File: src/rtl/multisim_axi_txn_limiter_pkg.sv
// Shared helpers for the AXI transaction limiter slice.
// No latency: constants and elaboration-time functions only.
// No backpressure: nothing here carries traffic.
package multisim_axi_txn_limiter_pkg;

    // Largest outstanding cap a counter is meant to hold; keeps counters at most 8 bits.
    localparam int TXN_LIMIT_CEILING = 255;

    // Larger of two caps, used to size the shared counter width.
    function automatic int max_int(input int a, input int b);
        return (a > b) ? a : b;
    endfunction

endpackage

File: src/rtl/multisim_txn_counter.sv
// Saturating up/down transaction counter with full flag and underflow pulse.
// Count updates one cycle after inc/dec; full and underflow are combinational.
// No backpressure: the caller gates inc with full; dec at zero only raises underflow.
module multisim_txn_counter
    import multisim_axi_txn_limiter_pkg::*;
#(
    parameter int MAX = 8,
    parameter int W   = 4
) (
    input  logic         clk,
    input  logic         rst,
    input  logic         inc,
    input  logic         dec,
    output logic [W-1:0] count,
    output logic         full,
    output logic         underflow
);

    localparam logic [W-1:0] MAX_V = W'(MAX);

    // Count register: simultaneous inc and dec cancel; never wraps in either direction.
    always_ff @(posedge clk) begin
        if (rst) begin
            count <= '0;
        end else if (inc && !dec) begin
            if (!full) begin
                count <= count + 1'b1;
            end
        end else if (dec && !inc) begin
            if (count != '0) begin
                count <= count - 1'b1;
            end
        end
    end

    // Flags derived from the registered count only.
    always_comb begin
        full      = (count >= MAX_V);
        underflow = dec && (count == '0);
    end

endmodule

File: src/rtl/multisim_axi_txn_limiter.sv
// Caps outstanding AXI writes/reads ahead of the push client; holds W until its AW is accepted.
// Zero latency: payloads and valid/ready pass combinationally, only valid/ready are gated.
// AW/AR stall when the cap is reached or drain is requested; W stalls without AW credit; B/R never stall here.
module multisim_axi_txn_limiter
    import multisim_axi_txn_limiter_pkg::*;
#(
    parameter type axi_aw_t = logic [31:0],
    parameter type axi_w_t  = struct packed { logic [31:0] data; logic last; },
    parameter type axi_b_t  = logic [1:0],
    parameter type axi_ar_t = logic [31:0],
    parameter type axi_r_t  = struct packed { logic [31:0] data; logic last; },
    parameter int  MAX_WR_OUTSTANDING = 8,
    parameter int  MAX_RD_OUTSTANDING = 8,
    localparam int CNT_W = $clog2(max_int(MAX_WR_OUTSTANDING, MAX_RD_OUTSTANDING) + 1)
) (
    input  logic             clk,
    input  logic             rst,
    input  logic             i_drain,

    input  axi_aw_t          i_axi_s_aw,
    input  logic             i_axi_s_awvalid,
    output logic             o_axi_s_awready,
    input  axi_w_t           i_axi_s_w,
    input  logic             i_axi_s_wvalid,
    output logic             o_axi_s_wready,
    output axi_b_t           o_axi_s_b,
    output logic             o_axi_s_bvalid,
    input  logic             i_axi_s_bready,
    input  axi_ar_t          i_axi_s_ar,
    input  logic             i_axi_s_arvalid,
    output logic             o_axi_s_arready,
    output axi_r_t           o_axi_s_r,
    output logic             o_axi_s_rvalid,
    input  logic             i_axi_s_rready,

    output axi_aw_t          o_axi_m_aw,
    output logic             o_axi_m_awvalid,
    input  logic             i_axi_m_awready,
    output axi_w_t           o_axi_m_w,
    output logic             o_axi_m_wvalid,
    input  logic             i_axi_m_wready,
    input  axi_b_t           i_axi_m_b,
    input  logic             i_axi_m_bvalid,
    output logic             o_axi_m_bready,
    output axi_ar_t          o_axi_m_ar,
    output logic             o_axi_m_arvalid,
    input  logic             i_axi_m_arready,
    input  axi_r_t           i_axi_m_r,
    input  logic             i_axi_m_rvalid,
    output logic             o_axi_m_rready,

    output logic [CNT_W-1:0] o_wr_outstanding,
    output logic [CNT_W-1:0] o_rd_outstanding,
    output logic             o_idle,
    output logic             o_err
);

    logic [CNT_W-1:0] wr_cnt;
    logic [CNT_W-1:0] rd_cnt;
    logic [CNT_W-1:0] w_cred;
    logic             wr_full;
    logic             rd_full;
    logic             w_cred_full;
    logic             wr_underflow;
    logic             rd_underflow;
    logic             w_cred_underflow;

    logic aw_ok;
    logic ar_ok;
    logic w_ok;
    logic aw_hs;
    logic w_last_hs;
    logic b_hs;
    logic ar_hs;
    logic r_last_hs;

    // Payloads are wired straight through; only handshakes are qualified.
    always_comb begin
        o_axi_m_aw = i_axi_s_aw;
        o_axi_m_w  = i_axi_s_w;
        o_axi_m_ar = i_axi_s_ar;
        o_axi_s_b  = i_axi_m_b;
        o_axi_s_r  = i_axi_m_r;
    end

    // Admission gating from registered counters; rst silences every valid/ready so nothing
    // can handshake while state is being cleared. W uses only the registered credit, so a
    // W beat arriving alongside its own AW waits one cycle.
    always_comb begin
        aw_ok = !wr_full && !i_drain && !rst;
        ar_ok = !rd_full && !i_drain && !rst;
        w_ok  = (w_cred != '0) && !rst;

        o_axi_m_awvalid = i_axi_s_awvalid & aw_ok;
        o_axi_s_awready = i_axi_m_awready & aw_ok;
        o_axi_m_wvalid  = i_axi_s_wvalid  & w_ok;
        o_axi_s_wready  = i_axi_m_wready  & w_ok;
        o_axi_m_arvalid = i_axi_s_arvalid & ar_ok;
        o_axi_s_arready = i_axi_m_arready & ar_ok;

        o_axi_s_bvalid  = i_axi_m_bvalid & !rst;
        o_axi_m_bready  = i_axi_s_bready & !rst;
        o_axi_s_rvalid  = i_axi_m_rvalid & !rst;
        o_axi_m_rready  = i_axi_s_rready & !rst;

        aw_hs     = o_axi_m_awvalid & i_axi_m_awready;
        w_last_hs = o_axi_m_wvalid  & i_axi_m_wready & i_axi_s_w.last;
        b_hs      = o_axi_s_bvalid  & i_axi_s_bready;
        ar_hs     = o_axi_m_arvalid & i_axi_m_arready;
        r_last_hs = o_axi_s_rvalid  & i_axi_s_rready & i_axi_m_r.last;
    end

    multisim_txn_counter #(
        .MAX (MAX_WR_OUTSTANDING),
        .W   (CNT_W)
    ) u_wr_cnt (
        .clk       (clk),
        .rst       (rst),
        .inc       (aw_hs),
        .dec       (b_hs),
        .count     (wr_cnt),
        .full      (wr_full),
        .underflow (wr_underflow)
    );

    // W credit can never exceed the write count, so it shares the write cap.
    multisim_txn_counter #(
        .MAX (MAX_WR_OUTSTANDING),
        .W   (CNT_W)
    ) u_w_cred (
        .clk       (clk),
        .rst       (rst),
        .inc       (aw_hs),
        .dec       (w_last_hs),
        .count     (w_cred),
        .full      (w_cred_full),
        .underflow (w_cred_underflow)
    );

    multisim_txn_counter #(
        .MAX (MAX_RD_OUTSTANDING),
        .W   (CNT_W)
    ) u_rd_cnt (
        .clk       (clk),
        .rst       (rst),
        .inc       (ar_hs),
        .dec       (r_last_hs),
        .count     (rd_cnt),
        .full      (rd_full),
        .underflow (rd_underflow)
    );

    // Sticky error: any response with nothing outstanding. W credit underflow is
    // unreachable through the gating but folded in as a defensive catch.
    always_ff @(posedge clk) begin
        if (rst) begin
            o_err <= 1'b0;
        end else if (wr_underflow || rd_underflow || (w_cred_underflow && !w_cred_full)) begin
            o_err <= 1'b1;
        end
    end

    // Status taken purely from registered counter state.
    always_comb begin
        o_wr_outstanding = wr_cnt;
        o_rd_outstanding = rd_cnt;
        o_idle           = (wr_cnt == '0) && (rd_cnt == '0) && (w_cred == '0);
    end

endmodule

File: config.mk
export PLATFORM = sky130hd
export DESIGN_NAME = multisim_axi_txn_limiter
export DESIGN_NICKNAME = d
export VERILOG_FILES = /design/src/rtl/multisim_axi_txn_limiter_pkg.sv /design/src/rtl/multisim_txn_counter.sv /design/src/rtl/multisim_axi_txn_limiter.sv
export SDC_FILE = /design/constraint.sdc
export NUM_CORES = 1
export LEC_CHECK = 0
export ABC_CLOCK_PERIOD_IN_PS = 2700
export CAP_MARGIN = 40
export CORE_AREA = 2 2 116 118
export DETAILED_ROUTE_END_ITERATION = 8
export DIE_AREA = 0 0 118 120
export GPL_TIMING_DRIVEN = 0
export PLACE_DENSITY = 0.65
export SKIP_CTS_REPAIR_TIMING = 1
export SYNTH_ARGS = -nofsm -noshare
export SYNTH_HDL_FRONTEND = slang
export SYNTH_SLANG_ARGS = --single-unit
File: constraint.sdc
create_clock -name clk -period 2.7 [get_ports clk]
set_input_delay 0.54 -clock clk [delete_from_list [all_inputs] [get_ports clk]]
set_output_delay 0.54 -clock clk [all_outputs]
set_load 0.02 [all_outputs]
; ---- Word level (Yosys, flattened, before mapping)
; Index checks and enable logic that the tools add are counted.
[totals]
ff_bits = 13
inputBits = 145
[op_classes]
add_sub_neg = 6
n_lt_le_gt_ge = 3
eq_ne = 3
muxes = 12
bitwise = 17
n_reduce_logical = 44
[ops]
columns = operator, count
row1 = $mux W4, 12
row2 = $and A1 B1 Y1, 17
row3 = $logic_and A1 B1 Y1, 17
row4 = $add A4 B1 Y4 const B, 3
row5 = $ge A4 B4 Y1 const B, 3
row6 = $logic_not A4 Y1, 3
row7 = $reduce_bool A2 Y1, 6
row8 = $reduce_bool A4 Y1, 3
row9 = $sub A4 B1 Y4 const B, 3
row10 = $logic_not A1 Y1, 10
row11 = $reduce_and A3 Y1, 3
row12 = $ne A2 B2 Y1 const B, 3
row13 = $logic_or A1 B1 Y1, 2

; ---- Depth between registers and ports, before layout
[depth]
ltp_word = 10
ltp_mapped = 11

; ---- Modules after synthesis
; A second synthesis with hierarchy kept.
[unflattened]
cells_unflattened = 261
area_unflattened_um2 = 2100.8
[modules_own_cells]
columns = module, n_inst, cells_per_inst, area_per_inst_um2, seq_area_each_um2
row1 = multisim_axi_txn_limiter, 1, 159, 1192.4, 20.0
row2 = multisim_txn_counter, 3, 34, 302.8, 80.1

; ---- Worst setup path after synthesis
; No wires, ideal clock.
[synth_timing]
path_kind = input to register
from = input port i_drain
to = register u_w_cred.count[3]
arrival_ns = 2.366
required_time_ns = 2.570
slack_ns = 0.204
stages = 9
cell_sequence = or3b_4 > nor2_1 > o21ai_0 > ha_1 > a21o_1 > a21oi_1 > nor2_1 > a221oi_1 > a21oi_1
[synth_via]
elab_chain_cells = 9
word_cells_on_any_way = 13
[synth_rtl]
columns = element, line_no
row1 = start: declaration, multisim_axi_txn_limiter.sv:18  ; input logic i_drain,
row2 = $logic_not A1 Y1 *, multisim_axi_txn_limiter.sv:90  ; aw_ok = !wr_full && !i_drain && !rst;
row3 = $logic_and A1 B1 Y1 * (2 in a row), multisim_axi_txn_limiter.sv:90
row4 = $and A1 B1 Y1 *, multisim_axi_txn_limiter.sv:94  ; o_axi_m_awvalid = i_axi_s_awvalid & aw_ok;
row5 = $and A1 B1 Y1 *, multisim_axi_txn_limiter.sv:106  ; aw_hs = o_axi_m_awvalid & i_axi_m_awready;
row6 = $logic_not A1 Y1, multisim_txn_counter.sv:29  ; end else if (dec && !inc) begin
row7 = $logic_and A1 B1 Y1, multisim_txn_counter.sv:29
row8 = $reduce_bool A2 Y1 (no line), --
row9 = $reduce_and A3 Y1 (no line), --
row10 = end signal: assignment, multisim_txn_counter.sv:27  ; count <= count + 1'b1;
row11 = end signal: assignment, multisim_txn_counter.sv:31  ; count <= count - 1'b1;
row12 = end: declaration, multisim_txn_counter.sv:14  ; output logic [W-1:0] count,
; Every way passes the cells marked *; elsewhere a longest branch is shown, timed or not.
; A chain may end at the register's enable or synchronous reset.

; ---- Final worst setup path
[layout_timing]
from = input port i_axi_m_awready
to = register u_wr_cnt.count[3]
[layout_via]
elab_chain_cells = 5
word_cells_on_any_way = 9
[layout_rtl]
columns = element, line_no
row1 = start: declaration, multisim_axi_txn_limiter.sv:38  ; input logic i_axi_m_awready,
row2 = $and A1 B1 Y1 *, multisim_axi_txn_limiter.sv:106
row3 = $logic_not A1 Y1, multisim_txn_counter.sv:29
row4 = $logic_and A1 B1 Y1, multisim_txn_counter.sv:29
row5 = $reduce_bool A2 Y1 (no line), --
row6 = $reduce_and A3 Y1 (no line), --
row7 = end signal: assignment, multisim_txn_counter.sv:27
row8 = end signal: assignment, multisim_txn_counter.sv:31
row9 = end: declaration, multisim_txn_counter.sv:14
; Marked as above.

==> reports/qor.txt <==
Required @ worst endpoint - 2870 ps
H-Tree Depth - 1
Buffers on Ports - 166
Netlist cell types - 39
largest fanout on the critical path - 5
#FFs+latches synth - 13
worst skew pair latency - 240 ps
power share of the clock group - 0.230
drt wl/cell - 10.51 um
P_int - 802.5 uW
synth warn - 0
sw power - 399.3 uW
number of vias per cell - 3.552
pin count of the biggest net entering global routing - 11
Clk pin slew, worst setup/hold paths - 50 ps
drc violations - 0
VDD IR max - 0.2494 mV
sequential share of power - 0.185
first-pass GRT wire length - 9073 um
post-layout util - 0.3115
Num CTS Buffers - 3
Synth top area share - 0.4950
Core Area - 0.01298 mm2
share of cells above drive strength 1 - 0.3673
fill count - 1316
die height - 120 um
Final Max Tran Viols - 0
initial antenna violation count - 0
sw frac - 0.3322
WS Path Type - input pin to flop
Final #Nets - 578
area leader, netlist - buf_4
Layout area overhead - 101.9%
Final Hold Viols - 0
setup violators final - 0
register area share after synthesis - 0.1300
Bufs on Longest Clock Path - 2
type of origin of the critical path - input pin
top_reg_cell synth - dfxtp_1
drt total wl - 6282 um
Cell Area, Synth - 0.002002 mm2
CP Data Arrival Time - 2780 ps
worst slew pin tran - 434.9 ps
drt first pass iters - 4
Final period util - 0.9657
Synth Instances - 250
total track usage - 0.07748
Comb power frac - 0.585
EDFF count, synth - 0
dpl ws - -799.4 ps
post-route ant nets - 0
root buffer cell - clkbuf_16
most frequent cells in the layout - clkdlybuf4s50_1 (162), buf_4 (134), nor2_1 (16), dfxtp_1 (13)
ys async rst share - 0
pwr dens - 297.3 mW/mm2
chip width - 118 um
gpl congestion - 0.7314
CTS sink count - 13
status - completed
clock skew - 3.040 ps
CTS tree - built
Power Total - 1.202 mW
LEAKAGE - 1.832 nW
Ports - 297
RSZ-0062 raised after global routing - true
Hold WS - 481.5 ps
post-synthesis net count - 405
starting DRC count in detailed routing - 31
Worst Setup End Kind - flop
Tightest Hold Check Type - flop to flop
antenna cells - 0
Core Rows - 42
worst rel slew slack - 0.7079
Vias - 2124
vias in the first global route - 1969
Initial Util - 0.1542
Area contributors post-synth - buf_4 (50%), dfxtp_1 (13%), ha_1 (5.0%)
Fmax - 383.5 MHz
grt ovf - 0
min Tclk post-route - 2607 ps
commonest non-fill, non-tap cell in the layout - clkdlybuf4s50_1
worst setup margin - 92.62 ps
die area - 0.01416 mm2
Syn Area/Cell - 8.008 um2
max-cap viol count - 0
## power groups by stage
stage	logic, mW	registers, mW	clock network (mW)
2_1_floorplan	0.400	0.230	0
3_3_place_gp	0.694	0.223	0
3_5_place_dp	0.701	0.224	0
4_1_cts	0.702	0.221	0.283
5_1_grt	0.747	0.225	0.293
6_report	0.703	0.222	0.276
## sequential cells by signal, summed over array words and instances, names as in the netlist
| signal | count |
|---|---|
| o_err | 1 |
| u_wr_cnt.count | 4 |
| u_rd_cnt.count | 4 |
| u_w_cred.count | 4 |
## routing by layer
| metal | track usage | wire [um] |
|---|---|---|
| met5 | 0 | 0 |
| met4 | 0.01355 | 28 |
| met3 | 0.02947 | 892 |
| met2 | 0.1526 | 3411 |
| met1 | 0.07754 | 1950 |
## path summary, 6_finish.rpt
kind	startpoint	end	slack, ps	cells after the start
setup / recovery	i_axi_m_awready	u_wr_cnt.count[3]	90	11
setup reg to reg	u_rd_cnt.count[3]	u_rd_cnt.count[3]	380	9
hold reg to reg	o_err	o_err	480	2
hold / removal	o_err	o_err	480	2
## cells by family after synthesis
family / Yosys count / share of synthesized area
buf+inv: 136 / 0.5031
simple gates: 54 / 0.1512
compound gates: 22 / 0.07251
flops: 13 / 0.1300
fa+ha+maj: 10 / 0.07000
mux: 8 / 0.04250
xor+xnor: 7 / 0.03063
## metrics by stage
step / cell area, um2 / TNS, ps / instances
CTS: 3963 / -3518 / 596
global placement: 3884 / -4933 / 592
detailed placement: 3884 / -5303 / 592
finish: 4043 / 0 / 598
global route: 4043 / -10.03 / 598
floorplan: 2002 / 0 / 250
## cell usage after synthesis (all sizes together) (2+ instances only)
| cell type | n |
|---|---|
| nor2b | 7 |
| nand2 | 4 |
| or4 | 2 |
| clkbuf | 2 |
| o21ai | 5 |
| xor2 | 4 |
| xnor2 | 3 |
| a21o | 3 |
| a21oi | 8 |
| mux2i | 7 |
| dfxtp | 13 |
| nor3 | 5 |
| ha | 8 |
| buf | 133 |
| nor2 | 17 |
| nand2b | 4 |
| nand3 | 2 |
| fa | 2 |
| and2 | 5 |
## cell type report
| class | instances | area (um2) | share of cell area |
|---|---|---|---|
| plain buffers | 135 | 1012 | 0.2504 |
| clock buffers | 4 | 78.83 | 0.01950 |
| inverters | 1 | 3.754 | 0.0009285 |
| multi-input cells | 101 | 780.7 | 0.1931 |
| flip-flops and latches | 13 | 260.3 | 0.06438 |
| well taps | 176 | 220.2 | 0.05447 |
| repair buffers | 168 | 1687 | 0.4172 |
## critical path: stages
cell and delay [ps]:
clkdlybuf4s50_1 450, or3b_4 410, nor2_4 140, buf_4 120, nand2_1 110, ha_1 300, a21o_1 190, a21oi_2 150
nand2_1 60, o21ai_0 100, mux2i_1 200
No activity file was read; power rests on OpenSTA's default activity.
